File: config.mk
export PLATFORM = sky130hd
export DESIGN_NAME = meta_streamer
export DESIGN_NICKNAME = d
export VERILOG_FILES = /design/src/rtl/meta_pkg.sv /design/src/rtl/meta_rom.sv /design/src/rtl/meta_streamer.sv
export SDC_FILE = /design/constraint.sdc
export NUM_CORES = 1
export LEC_CHECK = 0
export CORE_MARGIN = 2
export CORE_UTILIZATION = 55
export DETAILED_ROUTE_END_ITERATION = 8
export MAX_ROUTING_LAYER = met4
export PLACE_DENSITY = 0.81
export SETUP_SLACK_MARGIN = 0.1
export SLEW_MARGIN = 40
export SYNTH_ARGS = -nofsm -noshare
export SYNTH_HDL_FRONTEND = slang
export SYNTH_HIERARCHICAL = 1
export SYNTH_SLANG_ARGS = --single-unit
File: constraint.sdc
create_clock -name clock -period 7.5 [get_ports clock]
set_clock_uncertainty 0.15 [all_clocks]
set_input_delay 0.75 -clock clock [delete_from_list [all_inputs] [get_ports clock]]
set_output_delay 0.75 -clock clock [all_outputs]
set_load 0.02 [all_outputs]
File: src/rtl/meta_pkg.sv
// rtl/meta_pkg.sv - shared tokens, stream length and FSM states for the metadata streamer
package meta_pkg;

  localparam logic [7:0] META_NAME       = 8'h01;
  localparam logic [7:0] META_FWVER      = 8'h02;
  localparam logic [7:0] META_SAMPLE_MEM = 8'h21;
  localparam logic [7:0] META_MAX_RATE   = 8'h23;
  localparam logic [7:0] META_PROBES     = 8'h40;
  localparam logic [7:0] META_PROTO      = 8'h41;
  localparam logic [7:0] META_END        = 8'h00;

  localparam int META_LEN = 47;

  typedef enum logic [1:0] {
    IDLE     = 2'd0,
    SEND     = 2'd1,
    WAITACK  = 2'd2,
    WAITIDLE = 2'd3
  } meta_state_t;

endpackage

File: src/rtl/meta_rom.sv
// rtl/meta_rom.sv - parameter-built 64x8 metadata ROM; META_LIVE_EN replaces the sample-memory payload
module meta_rom
  import meta_pkg::*;
#(
  parameter logic [31:0] SAMPLE_BYTES = 32'h0000_6000,
  parameter logic [31:0] MAX_RATE_HZ  = 32'd200_000_000,
  parameter logic [7:0]  PROBES       = 8'd32,
  parameter logic [7:0]  PROTO_VER    = 8'd2
) (
  input  logic [5:0]  addr,
`ifdef META_LIVE_EN
  input  logic [31:0] live_bytes,
`endif
  output logic [7:0]  data
);

  localparam logic [191:0] NAME_STR = "Open Logic Sniffer v1.01";
  localparam logic [31:0]  FW_STR   = "3.08";

  logic [31:0] sample_word;
  int          idx;

`ifdef META_LIVE_EN
  assign sample_word = live_bytes;
`else
  assign sample_word = SAMPLE_BYTES;
`endif

  // Layout: name field 0..25, firmware 26..31, then the 32-bit and 8-bit fields, end flag at 46
  always_comb begin
    data = META_END;
    idx  = int'(addr);
    if (idx == 0)       data = META_NAME;
    else if (idx <= 24) data = NAME_STR[8*(24-idx) +: 8];
    else if (idx == 25) data = META_END;
    else if (idx == 26) data = META_FWVER;
    else if (idx <= 30) data = FW_STR[8*(30-idx) +: 8];
    else if (idx == 31) data = META_END;
    else if (idx == 32) data = META_SAMPLE_MEM;
    else if (idx <= 36) data = sample_word[8*(36-idx) +: 8];
    else if (idx == 37) data = META_MAX_RATE;
    else if (idx <= 41) data = MAX_RATE_HZ[8*(41-idx) +: 8];
    else if (idx == 42) data = META_PROBES;
    else if (idx == 43) data = PROBES;
    else if (idx == 44) data = META_PROTO;
    else if (idx == 45) data = PROTO_VER;
    else                data = META_END;
  end

endmodule

File: src/rtl/meta_streamer.sv
// rtl/meta_streamer.sv - streams the metadata ROM into the SPI transmitter; META_LIVE_EN adds meta_live_bytes
module meta_streamer
  import meta_pkg::*;
#(
  parameter logic [31:0] SAMPLE_BYTES = 32'h0000_6000,
  parameter logic [31:0] MAX_RATE_HZ  = 32'd200_000_000,
  parameter logic [7:0]  PROBES       = 8'd32,
  parameter logic [7:0]  PROTO_VER    = 8'd2,
  parameter int          ACK_TIMEOUT  = 16
) (
  input  logic        clock,
  input  logic        extReset,
  input  logic        query_metadata,
  input  logic        meta_abort,
  input  logic        xmit_idle,
`ifdef META_LIVE_EN
  input  logic [31:0] meta_live_bytes,
`endif
  output logic        writeMeta,
  output logic [7:0]  meta_data,
  output logic        meta_busy
);

  localparam int               TMO_W    = $clog2(ACK_TIMEOUT);
  localparam logic [TMO_W-1:0] TMO_LAST = TMO_W'(ACK_TIMEOUT - 1);
  localparam logic [5:0]       LAST_SEL = 6'(META_LEN - 1);

  meta_state_t      state, next_state;
  logic [5:0]       metasel;
  logic [TMO_W-1:0] tmo;
  logic             query_q;
  logic             q_rise;

  assign q_rise = query_metadata & ~query_q;

  always_ff @(posedge clock or posedge extReset) begin
    if (extReset) state <= IDLE;
    else          state <= next_state;
  end

  always_comb begin
    next_state = state;
    if (meta_abort) begin
      next_state = IDLE;
    end else begin
      case (state)
        IDLE:     if (q_rise && xmit_idle) next_state = SEND;
        SEND:     next_state = WAITACK;
        // A transmitter that never drops idle is treated as having taken the byte
        WAITACK:  if (!xmit_idle || tmo == TMO_LAST) next_state = WAITIDLE;
        WAITIDLE: if (xmit_idle) next_state = (metasel == LAST_SEL) ? IDLE : SEND;
        default:  next_state = IDLE;
      endcase
    end
  end

  always_comb begin
    writeMeta = (state == SEND);
    meta_busy = (state != IDLE);
  end

  always_ff @(posedge clock or posedge extReset) begin
    if (extReset) begin
      metasel <= '0;
      tmo     <= '0;
      query_q <= 1'b0;
    end else begin
      query_q <= query_metadata;
      if (meta_abort) begin
        metasel <= '0;
      end else begin
        case (state)
          IDLE:     metasel <= '0;
          SEND:     tmo <= '0;
          WAITACK:  if (xmit_idle) tmo <= tmo + 1'b1;
          WAITIDLE: if (xmit_idle) metasel <= (metasel == LAST_SEL) ? 6'd0 : metasel + 6'd1;
          default:  metasel <= '0;
        endcase
      end
    end
  end

`ifdef META_LIVE_EN
  logic [31:0] live_q;

  // Captured once per stream so all four payload bytes describe the same value
  always_ff @(posedge clock or posedge extReset) begin
    if (extReset)                              live_q <= '0;
    else if (state == IDLE && next_state == SEND) live_q <= meta_live_bytes;
  end
`endif

  meta_rom #(
    .SAMPLE_BYTES (SAMPLE_BYTES),
    .MAX_RATE_HZ  (MAX_RATE_HZ),
    .PROBES       (PROBES),
    .PROTO_VER    (PROTO_VER)
  ) u_rom (
    .addr       (metasel),
`ifdef META_LIVE_EN
    .live_bytes (live_q),
`endif
    .data       (meta_data)
  );

endmodule

== Word level (Yosys, flattened, before mapping) ==
Index checks and enable logic that the tools add are counted.

* Flip-flop bits (word level): 13
* Latch bits: 0
* Memory bits (writable): 0
* Memory bits (read-only): 0
* Input bits: 5
* Output and inout bits: 10
* Memories kept: 0

* Add/subtract/negate cells: 6
* Multiply operators: 0
* Div/mod/pow operators: 0
* Order comparisons: 4
* Equal/unequal tests: 18
* Shift-type cells: 4
* Mux-type cells: 26
* Bitwise operators: 3
* Reduce and logical (&&, ||, !) cells: 11

{| class="wikitable"
|+ Operators with widths
! operator !! number
|-
| $shiftx 192x32->8 const A || 1
|-
| $mux 8 || 13
|-
| $shiftx 32x32->8 const A || 3
|-
| $eq 6x6->1 const B || 10
|-
| $mux 6 || 3
|-
| $sub 5x6->7 const A || 2
|-
| $sub 6x6->7 const A || 2
|-
| $le 6x5->1 const B || 2
|-
| $le 6x6->1 const B || 2
|-
| $pmux 6 s2 || 1
|-
| $mux 2 || 5
|-
| $ne 3x3->1 const B || 3
|-
| $pmux 2 s4 || 1
|-
| $pmux 4 s2 || 1
|-
| $add 6x1->6 const B || 1
|-
| $logic_not 6->1 || 1
|-
| $reduce_and 3->1 || 2
|-
| $add 4x1->4 const B || 1
|-
| $eq 2x2->1 const B || 2
|-
| $eq 4x4->1 const B || 1
|-
| $mux 4 || 1
|-
| $reduce_bool 2->1 || 2
|-
| $reduce_bool 3->1 || 1
|-
| $eq 2x1->1 const B || 1
|-
| other kinds (9) || 10
|}

== Logic depth before layout (Yosys ltp) ==
Gate-level depths: netlist (run 1).

* Depth in word-level cells: 15
* Depth in mapped cells: 11
* Depth with buffers taken out: 8

== Hierarchy ==
Netlist (run 1), hierarchy kept.

{| class="wikitable"
|+ By module, submodules not included
! module !! instances !! cells an instance !! area each (um2) !! seq. area each (um2)
|-
| meta_rom || 1 || 223 || 1,400.1 || 0.0
|-
| meta_streamer || 1 || 93 || 814.5 || 325.3
|}

== Worst setup path after synthesis (run 1) ==
No wires, ideal clock.

* Path type: reg-to-output
* Start: reg metasel[2]
* End: out meta_data[2]
* Arrival time: 2.489 ns
* Setup slack: 4.111 ns
* Stages on the path, launching flop included: 12
* Cells stage by stage: dfrtp_1 -> buf_6 -> inv_2 -> ha_1 -> buf_4 -> nor2b_1 -> buf_2 -> nor2_1 -> o21ai_0 -> nand2_1 -> nand2b_1 -> o32ai_1

* Cells in the longest elaborated chain, start to end: 13
* Elaborated cells on any way between the ends: 32
* Those cells by class: 4 x add/sub; 4 x order compare; 7 x eq/ne; 4 x shift; 12 x mux; 1 x reduce/logical

{| class="wikitable"
|+ RTL lines
! element !! RTL line !! source
|-
| from (decl) || meta_streamer.sv:29 || <nowiki>logic [5:0] metasel;</nowiki>
|-
| from (signal assigned) || meta_streamer.sv:76 || <nowiki>WAITIDLE: if (xmit_idle) metasel <= (metasel == LAST_SEL) ? 6'd0 : metasel + 6'd1;</nowiki>
|-
| parallel branches: the longest is 12 deep, another holds $sub 6x6->7 || n/a ||
|-
| $mux 8 (*) || meta_rom.sv:33 || <nowiki>if (idx == 0) data = META_NAME;</nowiki>
|-
| to (decl) || meta_streamer.sv:20 || <nowiki>output logic [7:0] meta_data,</nowiki>
|}

Every way passes the cells marked *.

== Worst setup path in the final report (run 1) ==
* Start: reg metasel[1]
* End: out meta_data[2]

Same word-level chain as after synthesis.

==> run metrics, run 1 <==
Max Cap Violations=0; Core Area=3940 µm²; Max Clk Rate=202 MHz; Fin. Hold Viols=0; Vias/cell=6.58; Hold Path End=tmo[2]; sequential area share after synthesis=0.147; Async SR Flop Fraction=1.00; CTS buffer count=3; routed len/inst=16.7 µm; Hold Path Origin=tmo[2]; post-layout util=0.594; largest net degree at the start of global routing=34; CP Launch Type=flip-flop; Final Total Pwr=0.000255 W; Fin Hold WS=362 ps; PortBufs=14; DPL Wire Length=4.28 mm; Critical path origin=metasel[1]; Max Slew Vio Count=0; part of the cycle the worst path needs=0.661; clk sinks=13; Worst Reg-to-Reg Cells=6; synth top area cells=dfrtp_1 15%, ha_1 9.0%, a21oi_1 7.0%, o21ai_0 6.1%, nand2_1 5.9%; global route overflow=0; Gate Count Post-Synth=316; Clock transition at path regs=roughly 60 ps; Synth Area in Compound Gates=0.334; H-tree depth=1; adder-cell share of the synthesized area=0.0955; All-Layer GR Usage=0.299; CP Data Arrival Time=4050 ps; Seq cells post-synth=13; count leader, synth=nand2_1; Root Driver=clkbuf_8; Clk Latency, worst-skew pair=240 ps; Worst Hold Class=reg2reg; Synth top area share=0.147; global-route wire length before repair=10.2 mm; initial DRC count=311; Simple-Gate Fraction of Synth Area=0.273; fin crit period=4950 ps; Netlist cell types=65; die area=4550 µm²; Starting Density=0.562; DP Area=2300 µm²; Max VDD drop=211 µV; final net count=335; Row Count=23; Post-synth EDFFs=0; Placer Congestion=0.942; chip height=67.5 µm; worst slew pin tran=749 ps; Synth Area in XOR/XNOR=0.0350; ys flop type=dfrtp_1; Post-Layout Inst Area=2340 µm²; I/O pins=15; syn_area_per_cell=7.01 µm²; clock buffer depth=2; Die X=67.5 µm; CTS tree=done; cts repair resizes=0; RSZ-0062 raised after global routing=false; vias in the first global route=2117; Worst EP required=6600 ps; crit path kind=reg2out; antenna violations before repair=0; main combinational cell family by area after synthesis=compound AO/OA/AOI/OAI gates; Synth Cell Area=2210 µm²; cell taking the most area after synthesis=dfrtp_1; Final setup viols=0; Synth top cells by count=35 x nand2_1, 31 x a21oi_1, 27 x o21ai_0; setup_tns=0 ps; power per cell area=109 nW/µm²; RR Endpoint=metasel[1]; Antenna diodes=0; area grow syn2layout=5.82%; routed vias=2390; Lkg Pwr=0.809 nW; share of cells above drive strength 1=0.0703; hold path depth=1; Routed Antenna Nets=0; final WL=between 6 and 7 mm; flop2flop setup slack=about 5500 ps; drt pass-1 iters=5; worst r2r src=metasel[0]; critical path peak fanout=18; Critical Path End Type=output pin; post-synthesis mux area share=0.0249; setup bufs post-CTS=0; Ys Warns=6; status=complete, no violations; slew margin rel.=0.501; DRC=0; filler cell count=373; cts hold-fix bufs=0; Synth Net Count=337
layout by cell type (no fill, tap or decap), types with 4 or more instances in the layout:
| cell | instances |
|---|---|
| a21oi_1 | 31 |
| nand2_1 | 35 |
| a21oi_2 | 4 |
| o21ai_1 | 5 |
| nor3_1 | 14 |
| inv_1 | 13 |
| and2_1 | 4 |
| o21ai_0 | 27 |
| o31ai_1 | 4 |
| nor2_1 | 13 |
| nand3_1 | 15 |
| ha_1 | 15 |
| nand2b_1 | 10 |
| xnor2_1 | 5 |
| clkdlybuf4s50_1 | 14 |
| o211ai_1 | 4 |
| o22ai_1 | 8 |
| nor2b_1 | 5 |
| dfrtp_1 | 12 |
report_power, final:
| group | internal, W | switching, W | total, W |
|---|---|---|---|
| clock network | 0.0000375 | 0.0000244 | 0.0000619 |
| registers | 0.0000757 | 0.00000896 | 0.0000846 |
| logic | 0.0000430 | 0.0000650 | 0.000108 |
worst max-delay path by stage:
stage	end	slack [ps]	cells past startpoint
after floorplan	meta_data[2]	4110	11
after global placement	meta_data[2]	2820	8
after detailed placement	meta_data[2]	2940	8
after CTS	meta_data[2]	2660	8
after global routing	meta_data[2]	2380	8
final	meta_data[2]	2550	8
worst max-delay path, stage by stage (launching register included):
cell	delay (ps)
dfrtp_1	570
inv_1	250
ha_1	610
nor2b_1	630
a21oi_1	270
or3_1	440
a211o_1	250
o32ai_1	130
clkdlybuf4s50_1	650
layout make-up:
| cell class | instances | area (µm²) | area share |
|---|---|---|---|
| well taps | 50 | 62.6 | 0.0267 |
| repair buffers | 17 | 163 | 0.0694 |
| multi-input cells | 264 | 1690 | 0.721 |
| inverters | 15 | 56.3 | 0.0240 |
| clock buffers | 4 | 45.0 | 0.0192 |
| flip-flops and latches | 13 | 327 | 0.139 |
cells by family after synthesis:
| logic type | Yosys count |
|---|---|
| muxes | 5 |
| DFF | 13 |
| xor gates and xnor gates | 8 |
| and+or+nand+nor | 118 |
| AOI/OAI and AO/OA | 116 |
| buffers and inverters | 39 |
| adders and majority gates | 17 |
per-stage QoR:
stage	instances	worst slack (ps)
3_5_place_dp	359	2940
3_3_place_gp	359	2820
6_report	363	2550
5_1_grt	363	2380
2_1_floorplan	316	4110
4_1_cts	363	2660
routing by layer:
layer | track usage | up-vias | part of all wire
li1 | - | 1153 | -
met1 | 0.402 | 1095 | 0.43
met2 | 0.474 | 121 | 0.46
met3 | 0.0517 | 21 | 0.087
met4 | 0.0587 | 0 | 0.019
met5 | - | - | 0
flip-flops by register name, indices dropped and copies added (netlist names):
signal,cells
tmo,4
query_q,1
state,2
metasel,6
No activity file was read; power rests on OpenSTA's default activity.
==> run 2: changes to the inputs <==
==> constraint.sdc (replaced) <==
create_clock -name clock -period 5.2 [get_ports clock]
set_clock_uncertainty 0.15 [all_clocks]
set_input_delay 0.52 -clock clock [delete_from_list [all_inputs] [get_ports clock]]
set_output_delay 0.52 -clock clock [all_outputs]
set_load 0.02 [all_outputs]
==> run 2 against run 1 <==
  * Non-clock buffer count rose by 3
  * Sequential power rose by 41%
  * Combinational power up 47%
  * Register-to-register slack got worse by 2300 ps
  * Hold slack got worse by 9.1 ps
  * Die area stayed put
  * Count of clock-buffer cells in the layout down 1
==> run metrics, run 2 (synthesized netlist as in run 1, its figures left out) <==
status=complete, no violations; critical path peak fanout=32; cts repair resizes=0; commonest non-fill, non-tap cell in the layout=nand2_1; drt pass-1 iters=6; setup_tns=0 ps; Critical path origin=metasel[2]; power per cell area=159 nW/µm²; DRC=0; Row Count=23; antenna violations before repair=0; Max Cap Violations=0; H-tree depth=1; Reg with most FFs=metasel; Worst EP required=4530 ps; CP max stage delay=590 ps; DPL Wire Length=4.37 mm; final net count=338; Vias/cell=between 6 and 7; CP Launch Type=flip-flop; Lkg Pwr=0.828 nW; I/O pins=15; Antenna diodes=0; worst r2r src=metasel[0]; chip height=67.5 µm; filler cell count=372; register area=~330 µm²; Critical Path End Type=output pin; global route overflow=0; global-route wire length before repair=roughly 10 mm; Worst Reg-to-Reg Cells=7; Fin Hold WS=353 ps; setup bufs post-CTS=0; final WL=6.25 mm; Routed Antenna Nets=0; vias in the first global route=between 2000 and 2500; die area=4550 µm²; worst slew pin tran=699 ps; Die X=67.5 µm; routed len/inst=17.1 µm; Critical-path top delay cell=clkdlybuf4s50_1; Crit path top cell by count=buf_4; PortBufs=14; crit path kind=reg2out; Root Driver=clkbuf_8; Placer Congestion=0.958; number of flip-flops in the largest register=6; cts hold-fix bufs=0; Clock transition at path regs=60 ps; area grow syn2layout=6.72%; Worst Hold Class=reg2reg; All-Layer GR Usage=0.307; CP Capture Point=meta_data[5]; routed vias=2403; Clk Latency, worst-skew pair=approximately 250 ps; clk sinks=13; share of cells above drive strength 1=0.0759; area occupied by multi-input gates=1690 µm²; fin crit period=between 4000 and 5000 ps; RSZ-0062 raised after global routing=false; Top Registers=metasel (6), tmo (4), state (2); initial DRC count=362; Fin. Hold Viols=0; CTS buffer count=3; Max Slew Vio Count=0; RR Endpoint=metasel[1]; flop2flop setup slack=3180 ps; Final setup viols=0; clock buffer depth=2; part of the cycle the worst path needs=0.836; Max Clk Rate=230 MHz; largest net degree at the start of global routing=33; Max VDD drop=275 µV; CTS tree=done; slew margin rel.=0.534; worst path cell trace=buf_4 > inv_2 > ha_1 > buf_4 > nor2b_1 > a21oi_1 > or3_1 > a221oi_1 > a31o_1 > clkdlybuf4s50_1; Starting Density=0.562; commonest cells after routing, fill and taps aside=35 x nand2_1, 31 x a21oi_1, 27 x o21ai_0; CP Data Arrival Time=~3700 ps; Core Area=3940 µm²
==> run 2: through the flow <==
stage               area [µm²]  cells  utilization  power, W  setup WS (ps)
floorplan                 2210    316            -  0.000236           2040
global placement          2320    362        0.588  0.000274           1170
detailed placement        2320    362        0.588  0.000278           1140
CTS                       2360    366        0.599  0.000374            875
global route              2360    366        0.599  0.000402            626
finish                    2360    366        0.599  0.000375            850
==> run 2: metal layers <==
layer  part of all wire  global-route usage
met5                  0                   -
met3              0.078              0.0433
met2               0.45               0.458
met1               0.45               0.425
met4              0.022               0.105
==> run 2: how the worst min path moves through the flow <==
stage                     slack [ps]      from  cells past startpoint         end
final                            350    tmo[3]                      1      tmo[3]
after global routing             400    tmo[2]                      1      tmo[2]
after CTS                        360    tmo[3]                      1      tmo[3]
after detailed placement         350    tmo[3]                      1      tmo[3]
after global placement           330    tmo[3]                      1      tmo[3]
after floorplan                  250  extReset                      1  metasel[0]
==> run 2: final cells by class <==
class	count	area share
Sequential cell	13	0.138
Inverter	15	0.0238
Tap cell	50	0.0265
Clock buffer	3	0.0175
Clock inverter	1	0.00212
Timing Repair Buffer	20	0.0783
Multi-Input combinational cell	264	0.714
==> run 2: worst max-delay path: cells and delay by family, from the launching register on <==
family / cells / cell delay [ps]
buf+inv: 4 / 1240
flops: 1 / 360
fa+ha+maj: 1 / 170
compound gates: 3 / 670
simple gates: 2 / 970
==> run 2: report_power, final <==
part / switching [W] / internal, W / leakage, nW / total, W
logic: 0.0000961 / 0.0000626 / 0.624 / 0.000159
clock network: 0.0000441 / 0.0000532 / 0.0255 / 0.0000973
registers: 0.00000996 / 0.000109 / 0.178 / 0.000119
==> run 3: changes to the inputs <==
==> constraint.sdc (replaced) <==
create_clock -name clock -period 4.4 [get_ports clock]
set_clock_uncertainty 0.15 [all_clocks]
set_input_delay 0.44 -clock clock [delete_from_list [all_inputs] [get_ports clock]]
set_output_delay 0.44 -clock clock [all_outputs]
set_load 0.02 [all_outputs]
==> run 3 against run 2 <==
  * Die area unchanged
  * Global-route usage is 1.6 points lower
  * Count of clock-buffer cells in the layout did not move
  * Total power rose by 16%
  * Combinational power grew 16%
  * Clock power increased by 9%
  * Worst setup slack got worse by 370 ps
  * Critical path depth stayed put
  * Core utilization up 0.76 points
==> run metrics, run 3 (synthesized netlist as in run 1, its figures left out) <==
routed len/inst=16.2 µm; CTS tree=done; initial DRC count=293; DP Area=2330 µm²; Core Area=3940 µm²; I/O pins=15; Clock transition at path regs=60 ps; Vias/cell=6.54; Antenna diodes=0; Reg with most FFs=metasel; CP Launch Type=flip-flop; All-Layer GR Usage=0.291; power per cell area=around 180 nW/µm²; clk sinks=13; fin crit period=about 3900 ps; chip height=67.5 µm; slew margin rel.=0.530; commonest cells after routing, fill and taps aside=35 x nand2_1, 31 x a21oi_1, 27 x o21ai_0; number of flip-flops in the largest register=6; setup bufs post-CTS=0; Root Driver=clkbuf_8; Fin. Hold Viols=0; CP Capture Point=meta_data[5]; cts hold-fix bufs=0; Placer Congestion=1.02; die area=4550 µm²; part of the cycle the worst path needs=0.891; CP Data Arrival Time=3330 ps; Worst EP required=roughly 3800 ps; Post-Layout Inst Area=2390 µm²; Max Cap Violations=0; global route overflow=0; antenna violations before repair=0; Routed Antenna Nets=0; filler cell count=between 300 and 400; Worst Reg-to-Reg Cells=7; global-route wire length before repair=9.86 mm; RR Endpoint=state[0]; Worst Hold Class=in2async; Critical Path End Type=output pin; final net count=341; DRC=0; share of cells above drive strength 1=0.0909; Lkg Pwr=0.845 nW; Starting Density=0.562; Die X=67.5 µm; critical path peak fanout=15; crit path kind=reg2out; largest net degree at the start of global routing=33; vias in the first global route=about 2100; Final setup viols=0; DPL Wire Length=4.31 mm; H-tree depth=1; commonest non-fill, non-tap cell in the layout=nand2_1; RSZ-0062 raised after global routing=false; worst slew pin tran=705 ps; setup_tns=0 ps; cts repair resizes=0; final WL=5.96 mm; clock buffer depth=2; worst r2r src=metasel[0]; Max Slew Vio Count=0; status=complete, no violations; Clk Latency, worst-skew pair=~250 ps; Critical path origin=metasel[1]; routed vias=about 2400; flop2flop setup slack=2410 ps; Max Clk Rate=between 200 and 300 MHz; Max VDD drop=345 µV; Row Count=23; PortBufs=14; drt pass-1 iters=5; Top Registers=metasel (6), tmo (4), state (2); CTS buffer count=3; area grow syn2layout=8.08%
==> run 3: worst min path at each step <==
stage / start / endpoint / slack, ps / cells after the start
2_1_floorplan: extReset / metasel[0] / 170 / 1
3_3_place_gp: tmo[3] / tmo[3] / 330 / 1
3_5_place_dp: tmo[3] / tmo[3] / 350 / 1
4_1_cts: tmo[3] / tmo[3] / 350 / 1
5_1_grt: tmo[3] / tmo[3] / 370 / 1
6_report: extReset / tmo[0] / 360 / 2
==> run 3: critical path, stage by stage (launching register included) <==
cell and delay [ps]:
dfrtp_2 500, inv_1 170, ha_1 550, buf_4 300, nor2b_1 90, mux2_2 260, o21ai_1 70, o31ai_1 100
a221oi_1 320, a31o_1 130, clkdlybuf4s50_1 590
==> run 3: metrics by stage <==
stage               power, W   util  cells  setup WS, ps  hold slack, ps
CTS                 0.000437  0.603    368           348             354
finish              0.000434  0.607    369           481             359
floorplan           0.000279      -    316          1320             167
global route        0.000469  0.607    369           259             373
global placement    0.000325  0.592    364           649             333
detailed placement  0.000328  0.592    364           608             346
==> run 3: per-layer routing <==
metal	wire length, µm	GRT usage	up-vias
met5	0	-	-
met4	179	0.115	0
met3	467	0.0550	23
met2	2710	0.450	122
met1	2610	0.374	1096
li1	-	-	1172
==> run 3: layout make-up <==
class,count,area (µm²),share of cell area
tap,50,62.6,0.0261
clock buffer,3,41.3,0.0173
inverter,15,56.3,0.0235
multi-input combinational,264,1690,0.706
timing repair buffer,23,211,0.0883
sequential,13,327,0.136
clock inverter,1,5.00,0.00209
==> run 3: power by group <==
part	total (W)	internal, W	switching (W)
sequential	0.000142	0.000129	0.0000128
combinational	0.000185	0.0000740	0.000111
clock	0.000106	0.0000625	0.0000439
